File: src/rtl/serial_addsub_pkg.sv
// serial_addsub_pkg: shared definitions for the bit-serial adder/subtractor.
//   - state_t       : controller states (idle, shifting, done)
//   - DEF_WIDTH     : default operand width
//   - sat_max/min   : signed extreme values for a given width, used when the
//                     saturating build (SERIAL_ADDSUB_SAT_EN) is selected
package serial_addsub_pkg;

   localparam int DEF_WIDTH = 8;

   typedef enum logic [1:0] {
      S_IDLE  = 2'd0,
      S_SHIFT = 2'd1,
      S_DONE  = 2'd2
   } state_t;

   // 0 followed by ones, right-aligned in 32 bits
   function automatic logic [31:0] sat_max(input int w);
      return (32'h1 << (w - 1)) - 32'h1;
   endfunction

   // 1 followed by zeros, right-aligned in 32 bits
   function automatic logic [31:0] sat_min(input int w);
      return 32'h1 << (w - 1);
   endfunction

endpackage

File: src/rtl/serial_addsub_fa_cell.sv
// fa_cell: combinational 1-bit full adder.
//   a, b, cin : addend bits and carry in
//   sum, cout : sum bit and carry out
module fa_cell (
   input  logic a,
   input  logic b,
   input  logic cin,
   output logic sum,
   output logic cout
);

   assign sum  = a ^ b ^ cin;
   assign cout = (a & b) | (cin & (a ^ b));

endmodule

File: src/rtl/serial_addsub.sv
// serial_addsub: bit-serial two's-complement adder/subtractor. One full-adder
// cell is reused LSB-first, one bit per cycle, with a registered carry.
//   clk, rst_n      : clock, synchronous active-low reset
//   start, sub, a, b: operation request (accepted when ready=1); sub=1 -> a-b
//   ready, busy     : can accept / bits being processed
//   done            : one-cycle pulse, result and flags final
//   result          : sum/difference (partial shift register while busy)
//   carry_out       : final carry (for subtract, 1 = no borrow)
//   overflow        : signed overflow
// Build option: define SERIAL_ADDSUB_SAT_EN to saturate result on overflow.
module serial_addsub
   import serial_addsub_pkg::*;
#(
   parameter int WIDTH = DEF_WIDTH,
   parameter int CNT_W = $clog2(WIDTH + 1)
) (
   input  logic             clk,
   input  logic             rst_n,
   input  logic             start,
   input  logic             sub,
   input  logic [WIDTH-1:0] a,
   input  logic [WIDTH-1:0] b,
   output logic             ready,
   output logic             busy,
   output logic             done,
   output logic [WIDTH-1:0] result,
   output logic             carry_out,
   output logic             overflow
);

   state_t           state, state_nxt;
   logic [WIDTH-1:0] opa, opb;
   logic             cy;
   logic [CNT_W-1:0] cnt;
   logic             load, last;
   logic             s_bit, c_bit;
   logic [WIDTH-1:0] res_fin, res_out;
   logic             ovf_fin;

   fa_cell u_fa (
      .a    (opa[0]),
      .b    (opb[0]),
      .cin  (cy),
      .sum  (s_bit),
      .cout (c_bit)
   );

   assign last    = (state == S_SHIFT) && (cnt == CNT_W'(WIDTH - 1));
   assign res_fin = {s_bit, result[WIDTH-1:1]};
   // On the MSB cycle cy is the carry into the MSB, c_bit the carry out
   assign ovf_fin = cy ^ c_bit;

`ifdef SERIAL_ADDSUB_SAT_EN
   localparam logic [WIDTH-1:0] SMAX = WIDTH'(sat_max(WIDTH));
   localparam logic [WIDTH-1:0] SMIN = WIDTH'(sat_min(WIDTH));
   // On the last bit opa[0]/opb[0] are the MSBs of A and effective B
   assign res_out = !ovf_fin                ? res_fin :
                    (!opa[0] && !opb[0])    ? SMAX    : SMIN;
`else
   assign res_out = res_fin;
`endif

   assign ready = (state != S_SHIFT);
   assign busy  = (state == S_SHIFT);
   assign done  = (state == S_DONE);

   always_comb begin
      state_nxt = state;
      load      = 1'b0;
      case (state)
         S_IDLE: begin
            if (start) begin
               load      = 1'b1;
               state_nxt = S_SHIFT;
            end
         end
         S_SHIFT: begin
            if (last) state_nxt = S_DONE;
         end
         S_DONE: begin
            // back-to-back: a start here skips the idle cycle
            load      = start;
            state_nxt = start ? S_SHIFT : S_IDLE;
         end
         default: state_nxt = S_IDLE;
      endcase
   end

   always_ff @(posedge clk) begin
      if (!rst_n) begin
         state     <= S_IDLE;
         opa       <= '0;
         opb       <= '0;
         cy        <= 1'b0;
         cnt       <= '0;
         result    <= '0;
         carry_out <= 1'b0;
         overflow  <= 1'b0;
      end else begin
         state <= state_nxt;
         if (load) begin
            opa <= a;
            opb <= sub ? ~b : b;
            cy  <= sub;        // +1 of the two's-complement negate
            cnt <= '0;
         end else if (state == S_SHIFT) begin
            opa <= opa >> 1;
            opb <= opb >> 1;
            cy  <= c_bit;
            cnt <= cnt + CNT_W'(1);
            if (last) begin
               result    <= res_out;
               carry_out <= c_bit;
               overflow  <= ovf_fin;
            end else begin
               result    <= res_fin;
            end
         end
      end
   end

endmodule

File: config.mk
export PLATFORM = sky130hd
export DESIGN_NAME = serial_addsub
export DESIGN_NICKNAME = d
export VERILOG_FILES = /design/src/rtl/serial_addsub_pkg.sv /design/src/rtl/serial_addsub_fa_cell.sv /design/src/rtl/serial_addsub.sv
export SDC_FILE = /design/constraint.sdc
export NUM_CORES = 1
export LEC_CHECK = 0
export ABC_AREA = 1
export BUFFER_PORTS_ARGS = -buffer_cell sky130_fd_sc_hd__buf_4
export CAP_MARGIN = 25
export CORE_MARGIN = 2
export CORE_UTILIZATION = 25
export CTS_BUF_LIST = sky130_fd_sc_hd__clkbuf_2
export DETAILED_ROUTE_END_ITERATION = 10
export SETUP_SLACK_MARGIN = 0.15
export SLEW_MARGIN = 10
export SYNTH_ARGS = -nofsm -noshare
export SYNTH_HDL_FRONTEND = slang
export SYNTH_SLANG_ARGS = --single-unit
File: constraint.sdc
create_clock -name clk -period 1.5 [get_ports clk]
set_input_delay 0.15 -clock clk [delete_from_list [all_inputs] [get_ports clk]]
set_output_delay 0.15 -clock clk [all_outputs]
set_load 0.01 [all_outputs]
Word-level counts from Yosys, hierarchy flattened:

Index checks and enable logic that the tools add are counted.
W data, S select, Z words.

* eq/ne operators: 6
* add/subtract/negate cells: 1
* bitwise logic cells: 9
* mux-type cells: 13
* reductions and logical operators: 7

Operators with widths (number)
* $mux W8: 5
* $not A8 Y8: 1
* $pmux W2 S3: 1
* $add A4 B1 Y4 const B: 1
* $eq A4 B3 Y1 const B: 1
* $mux W1: 4
* $mux W2: 2
* $ne A2 B1 Y1 const B: 2
* $reduce_and A2 Y1: 2
* $reduce_and A3 Y1: 1
* $xor A1 B1 Y1: 3
* $and A1 B1 Y1: 2
* $eq A2 B1 Y1 const B: 1
* $eq A2 B2 Y1 const B: 1
* $logic_not A2 Y1: 1
* $ne A2 B2 Y1 const B: 1
* $not A1 Y1: 2
* $pmux W1 S2: 1
* $reduce_bool A2 Y1: 1
* $reduce_or A2 Y1: 1
* $logic_and A1 B1 Y1: 1
* $or A1 B1 Y1: 1

* word-level logic and storage cells: 44
* input bits: 20
* output and inout port bits: 13
* register bits: 33

Depth between registers and ports, before layout:

* depth in word-level cells: 5
* gate-level depth with buffers: 7
* mapped depth without buffers: 7

By module:

Synthesis repeated with hierarchy kept, for this count alone.

* cells, all modules: 225
* area, all modules: 1508.9 um2

By module, submodules not included
* serial_addsub: seq. area each 660.6 um2, cells an instance 224, area each 1488.9 um2, times used 1
* fa_cell: seq. area each 0.0 um2, cells an instance 1, area each 20.0 um2, times used 1

Worst setup path before layout:

Ideal clock, no wire load.

* kind: register -> register
* start point: register cy
* end point: register overflow
* period minus slack after synthesis: 1.194 ns
* data arrival time: 1.082 ns
* required time: 1.387 ns
* cell stages (with the launch flop): 6
* setup slack: 0.306 ns
* setup time: 0.113 ns
* buffers on the path: 0
* cell sequence: dfxtp_1 > fa_1 > xnor2_1 > nand2_1 > nand2_1 > nor2_1

* word-level cells in the longest chain between the ends: 3

Ends and longest elaborated chain
* start: declaration: RTL line serial_addsub.sv:33 `logic cy;`
* start signal: assignment: RTL line serial_addsub.sv:104 `cy <= sub;`
* start signal: assignment: RTL line serial_addsub.sv:109 `cy <= c_bit;`
* $and A1 B1 Y1: RTL line serial_addsub_fa_cell.sv:13 `assign cout = (a & b) | (cin & (a ^ b));`
* $or A1 B1 Y1: RTL line serial_addsub_fa_cell.sv:13
* named net c_bit: RTL line serial_addsub.sv:36 `logic s_bit, c_bit;`
* $xor A1 B1 Y1: RTL line serial_addsub.sv:51 `assign ovf_fin = cy ^ c_bit;`
* end signal: assignment: RTL line serial_addsub.sv:114 `overflow <= ovf_fin;`
* end: declaration: RTL line serial_addsub.sv:28 `output logic overflow`

The timed path passes the listed nets, and every way through them passes these cells.
A chain may end at the register's enable or synchronous reset.

Final worst setup path:

* start point: register state[0]
* end point: output busy

* word-level cells in the longest chain between the ends: 1

Ends and longest elaborated chain
* start: declaration: RTL line serial_addsub.sv:31 `state_t state, state_nxt;`
* start signal: assignment: RTL line serial_addsub.sv:100 `state <= state_nxt;`
* $eq A2 B1 Y1: RTL line serial_addsub.sv:64 `assign busy = (state == S_SHIFT);`
* end: declaration: RTL line serial_addsub.sv:24 `output logic busy,`

Every way passes these cells.

==> load_flow_metrics.sql <==
INSERT INTO impl_metrics (metric_group, metric, value, unit) VALUES
('drt', 'routed-via-count', '1492', ''),
('status', 'outcome', 'completed', ''),
('die', 'die-height', '82.9', 'um'),
('sta', 'finalSetupTns', '0', 'ps'),
('placed_design', 'half_perimeter_wire_length_after_detailed_placement', '2390', 'um'),
('grt', 'grt_pass1_vias', '1370', ''),
('power_and_ir_drop', 'leakage', '0.979', 'nW'),
('sta', 'rsz0062_at_grt', 'true', ''),
('cts', 'clock_insertion_delay_worst_skew', '380', 'ps'),
('power_and_ir_drop', 'seqPwrFrac', '0.503', ''),
('sta', 'maxSlewViolCount', '0', ''),
('power_and_ir_drop', 'power_switching_share', '0.281', ''),
('sta', 'finalHoldViolations', '0', ''),
('cts', 'worst_setup_hold_path_clk_slew', '190', 'ps'),
('grt', 'gr-total-overflow', '0', ''),
('setup_path', 'crit_arrival', '1180', 'ps'),
('final_layout', 'multi_input_area', '754', 'sq um'),
('final_layout', 'syn_to_final_growth', '28.7', '%'),
('synth', 'part_of_the_yosys_area_used_for_sequential_elements', '0.424', ''),
('job', 'cap_viol_max_count', '0', ''),
('setup_path', 'worst-setup-path-type', 'reg2out', ''),
('setup_path', 'worstSetupEndpointType', 'primary output', ''),
('setup_path', 'crit_path_start_kind', 'register', ''),
('drt', 'route.detailed.vias_per_inst', '4.35', ''),
('drt', 'route.detailed.drc', '0', ''),
('grt', 'grt_start_max_net_pins', '26', ''),
('cts', 'cts_htree_levels', '2', ''),
('synth', 'yosysTopAreaCell', 'dfxtp_1', ''),
('cts', 'cts-root-buf', 'clkbuf_2', ''),
('cts', 'clock_path_buffers', '2', ''),
('drt', 'post_drt_wl_per_cell', '10.5', 'um'),
('power_and_ir_drop', 'power_density', '972', 'nW/um^2'),
('synth', 'synth-main-ff-cell', 'dfxtp_1', ''),
('placed_design', 'placement.io_buffers', '32', ''),
('die', 'placeable_core_area', '5960', 'sq um'),
('sta', 'clock_skew', '31.6', 'ps'),
('synth', 'async_flop_share', '0', ''),
('sta', 'setup-violations-final', '0', ''),
('synth', 'post-synth-top-count-cell', 'nand2_1', ''),
('synth', 'synthDistinctLibCells', '21', ''),
('synth', 'synth.net_count', '249', ''),
('setup_path', 'worstPathRequired', '1350', 'ps'),
('power_and_ir_drop', 'comb_power_share', '0.196', ''),
('grt', 'grt_antenna_before_repair', '0', ''),
('synth', 'avgSynthCellArea', '6.86', 'sq um'),
('sta', 'finalWorstPathRequiredPeriod', '1330', 'ps'),
('die', 'ios', '33', ''),
('drt', 'routed_wirelength', '3590', 'um'),
('power_and_ir_drop', 'power.ir.vdd_worst', '0.404', 'mV'),
('power_and_ir_drop', 'power.internal', '1.40', 'mW'),
('placed_design', 'gpl.final_weighted_congestion', '0.695', ''),
('final_layout', 'fin_nets', '289', ''),
('drt', 'antenna_violating_nets_post_route', '0', ''),
('cts', 'cts_made_buffers', '5', ''),
('drt', 'drt_pre_antenna_iters', '4', ''),
('sta', 'maxClockFrequency', '755', 'MHz'),
('synth', 'synthCells', '227', ''),
('setup_path', 'critPathMaxFanout', '3', ''),
('grt', 'gr-usage-all-layers', '0.110', ''),
('die', 'rows', '28', ''),
('synth', 'synth_warn', '0', ''),
('final_layout', 'final-seq-area', '669', 'sq um'),
('sta', 'worstMarginPinSlew', '281', 'ps'),
('drt', 'initialDrtViolationCount', '55', ''),
('synth', 'synth.top_cells.by_count', 'nand2_1, nor2_1, dfxtp_1, inv_1, nand3_1', ''),
('final_layout', 'antenna-diode-count', '0', ''),
('grt', 'global_route_wire_length_before_repair', '6220', 'um'),
('synth', 'syn_area', '1560', 'sq um'),
('die', 'start_util', '0.262', ''),
('synth', 'synth_edf_count', '0', ''),
('final_layout', 'drive_above_1_share', '0.228', ''),
('sta', 'post-route-period-util', '0.883', ''),
('synth', 'synth_top_cells_by_area', 'dfxtp_1, nand2_1, nor2_1', ''),
('power_and_ir_drop', 'total_switching_power', '0.547', 'mW'),
('min_path', 'hold_path.class', 'in2reg', ''),
('final_layout', 'n_fill_cell', '662', ''),
('cts', 'tritoncts_clock_tree', 'done', ''),
('power_and_ir_drop', 'clkPwrFrac', '0.301', ''),
('sta', 'finalHoldWorstSlack', '35.7', 'ps'),
('synth', 'share_of_the_synthesized_area_in_the_top_cell_type', '0.424', ''),
('synth', 'yosys_register_bits', '33', ''),
('cts', 'cts.sinks', '33', ''),
('die', 'design.die.area', '6880', 'sq um'),
('die', 'die_width', '82.9', 'um'),
('sta', 'max_slew_margin', '0.813', '');
==> layout by cell type (no fill, tap or decap), drive strengths merged <==
cell type | Yosys | routed
o21ai | 18 | 18
inv | 24 | 24
nand3 | 18 | 18
clkbuf | 1 | 6
bufinv | 0 | 1
clkinv | 0 | 1
ha | 1 | 1
dlygate4sd3 | 0 | 1
fa | 1 | 1
or2 | 1 | 1
xnor2 | 1 | 1
nand2 | 62 | 63
buf | 8 | 40
nor3 | 8 | 8
dfxtp | 33 | 33
a21oi | 6 | 6
nor2 | 45 | 45
==> routing by layer <==
metal	vias up	share of wire	GRT usage
met5	-	0	0
met4	0	0.015	0.0402
met3	8	0.040	0.0308
met2	24	0.44	0.180
met1	668	0.50	0.138
li1	792	-	-
==> final timing paths <==
check,startpoint,endpoint,slack [ps],cells past startpoint
worst max-delay path,state[0],busy,170,4
worst min register to register,opb[7],opb[7],480,2
worst max register to register,state[0],opb[1],270,7
worst min-delay path,b[7],opb[7],40,4
==> stage by stage <==
stage               total power [mW]  std cells  setup slack [ps]  utilization  cell area [sq um]
global route                    2.07        343               111        0.337               2000
floorplan                       1.23        227               306            -               1560
detailed placement              1.35        328               241        0.311               1850
global placement                1.34        328               268        0.311               1850
CTS                             1.97        341               152        0.333               1980
finish                          1.95        343               175        0.337               2000
==> power groups by stage <==
| stage | registers (mW) | clock network [mW] | logic, mW |
|---|---|---|---|
| 4_1_cts | 0.980 | 0.614 | 0.379 |
| 3_3_place_gp | 1.00 | 0 | 0.345 |
| 2_1_floorplan | 1.00 | 0 | 0.227 |
| 5_1_grt | 0.990 | 0.651 | 0.432 |
| 6_report | 0.980 | 0.587 | 0.382 |
| 3_5_place_dp | 1.00 | 0 | 0.349 |
==> sequential cells by signal, summed over array words and instances, names as in the netlist <==
name	cells
cnt	4
opa	8
cy	1
opb	8
result	8
overflow	1
state	2
carry_out	1
==> cell type report <==
| cell class | instances | area share |
|---|---|---|
| inverter | 24 | 0.0462 |
| clock inverter | 2 | 0.0169 |
| sequential | 33 | 0.334 |
| multi-input combinational | 162 | 0.376 |
| clock buffer | 6 | 0.0150 |
| timing repair buffer | 41 | 0.165 |
| tap | 75 | 0.0468 |
==> kinds of logic after synthesis <==
kind of cell,after synthesis,synth area share
compound gates,24,0.0771
buf+inv,33,0.108
xor+xnor,1,0.00562
fa+ha+maj,2,0.0209
simple gates,134,0.365
flops,33,0.424
==> critical path, stage by stage (launching register included) <==
cell and delay, ps:
dfxtp_4 390, inv_2 110, nor2_4 50, buf_6 120
buf_4 130
==> what timing repair did <==
item / CTS / global route
hold buffers: 1 / 0
cloned: 1 / 0
resized for setup: 7 / 4
endpoints found under the hold margin: 1 / 0
pin swaps: 2 / 3
buffers inserted: 3 / 2
setup endpoints to repair: 2 / 17
(Power assumes the default switching activity.)
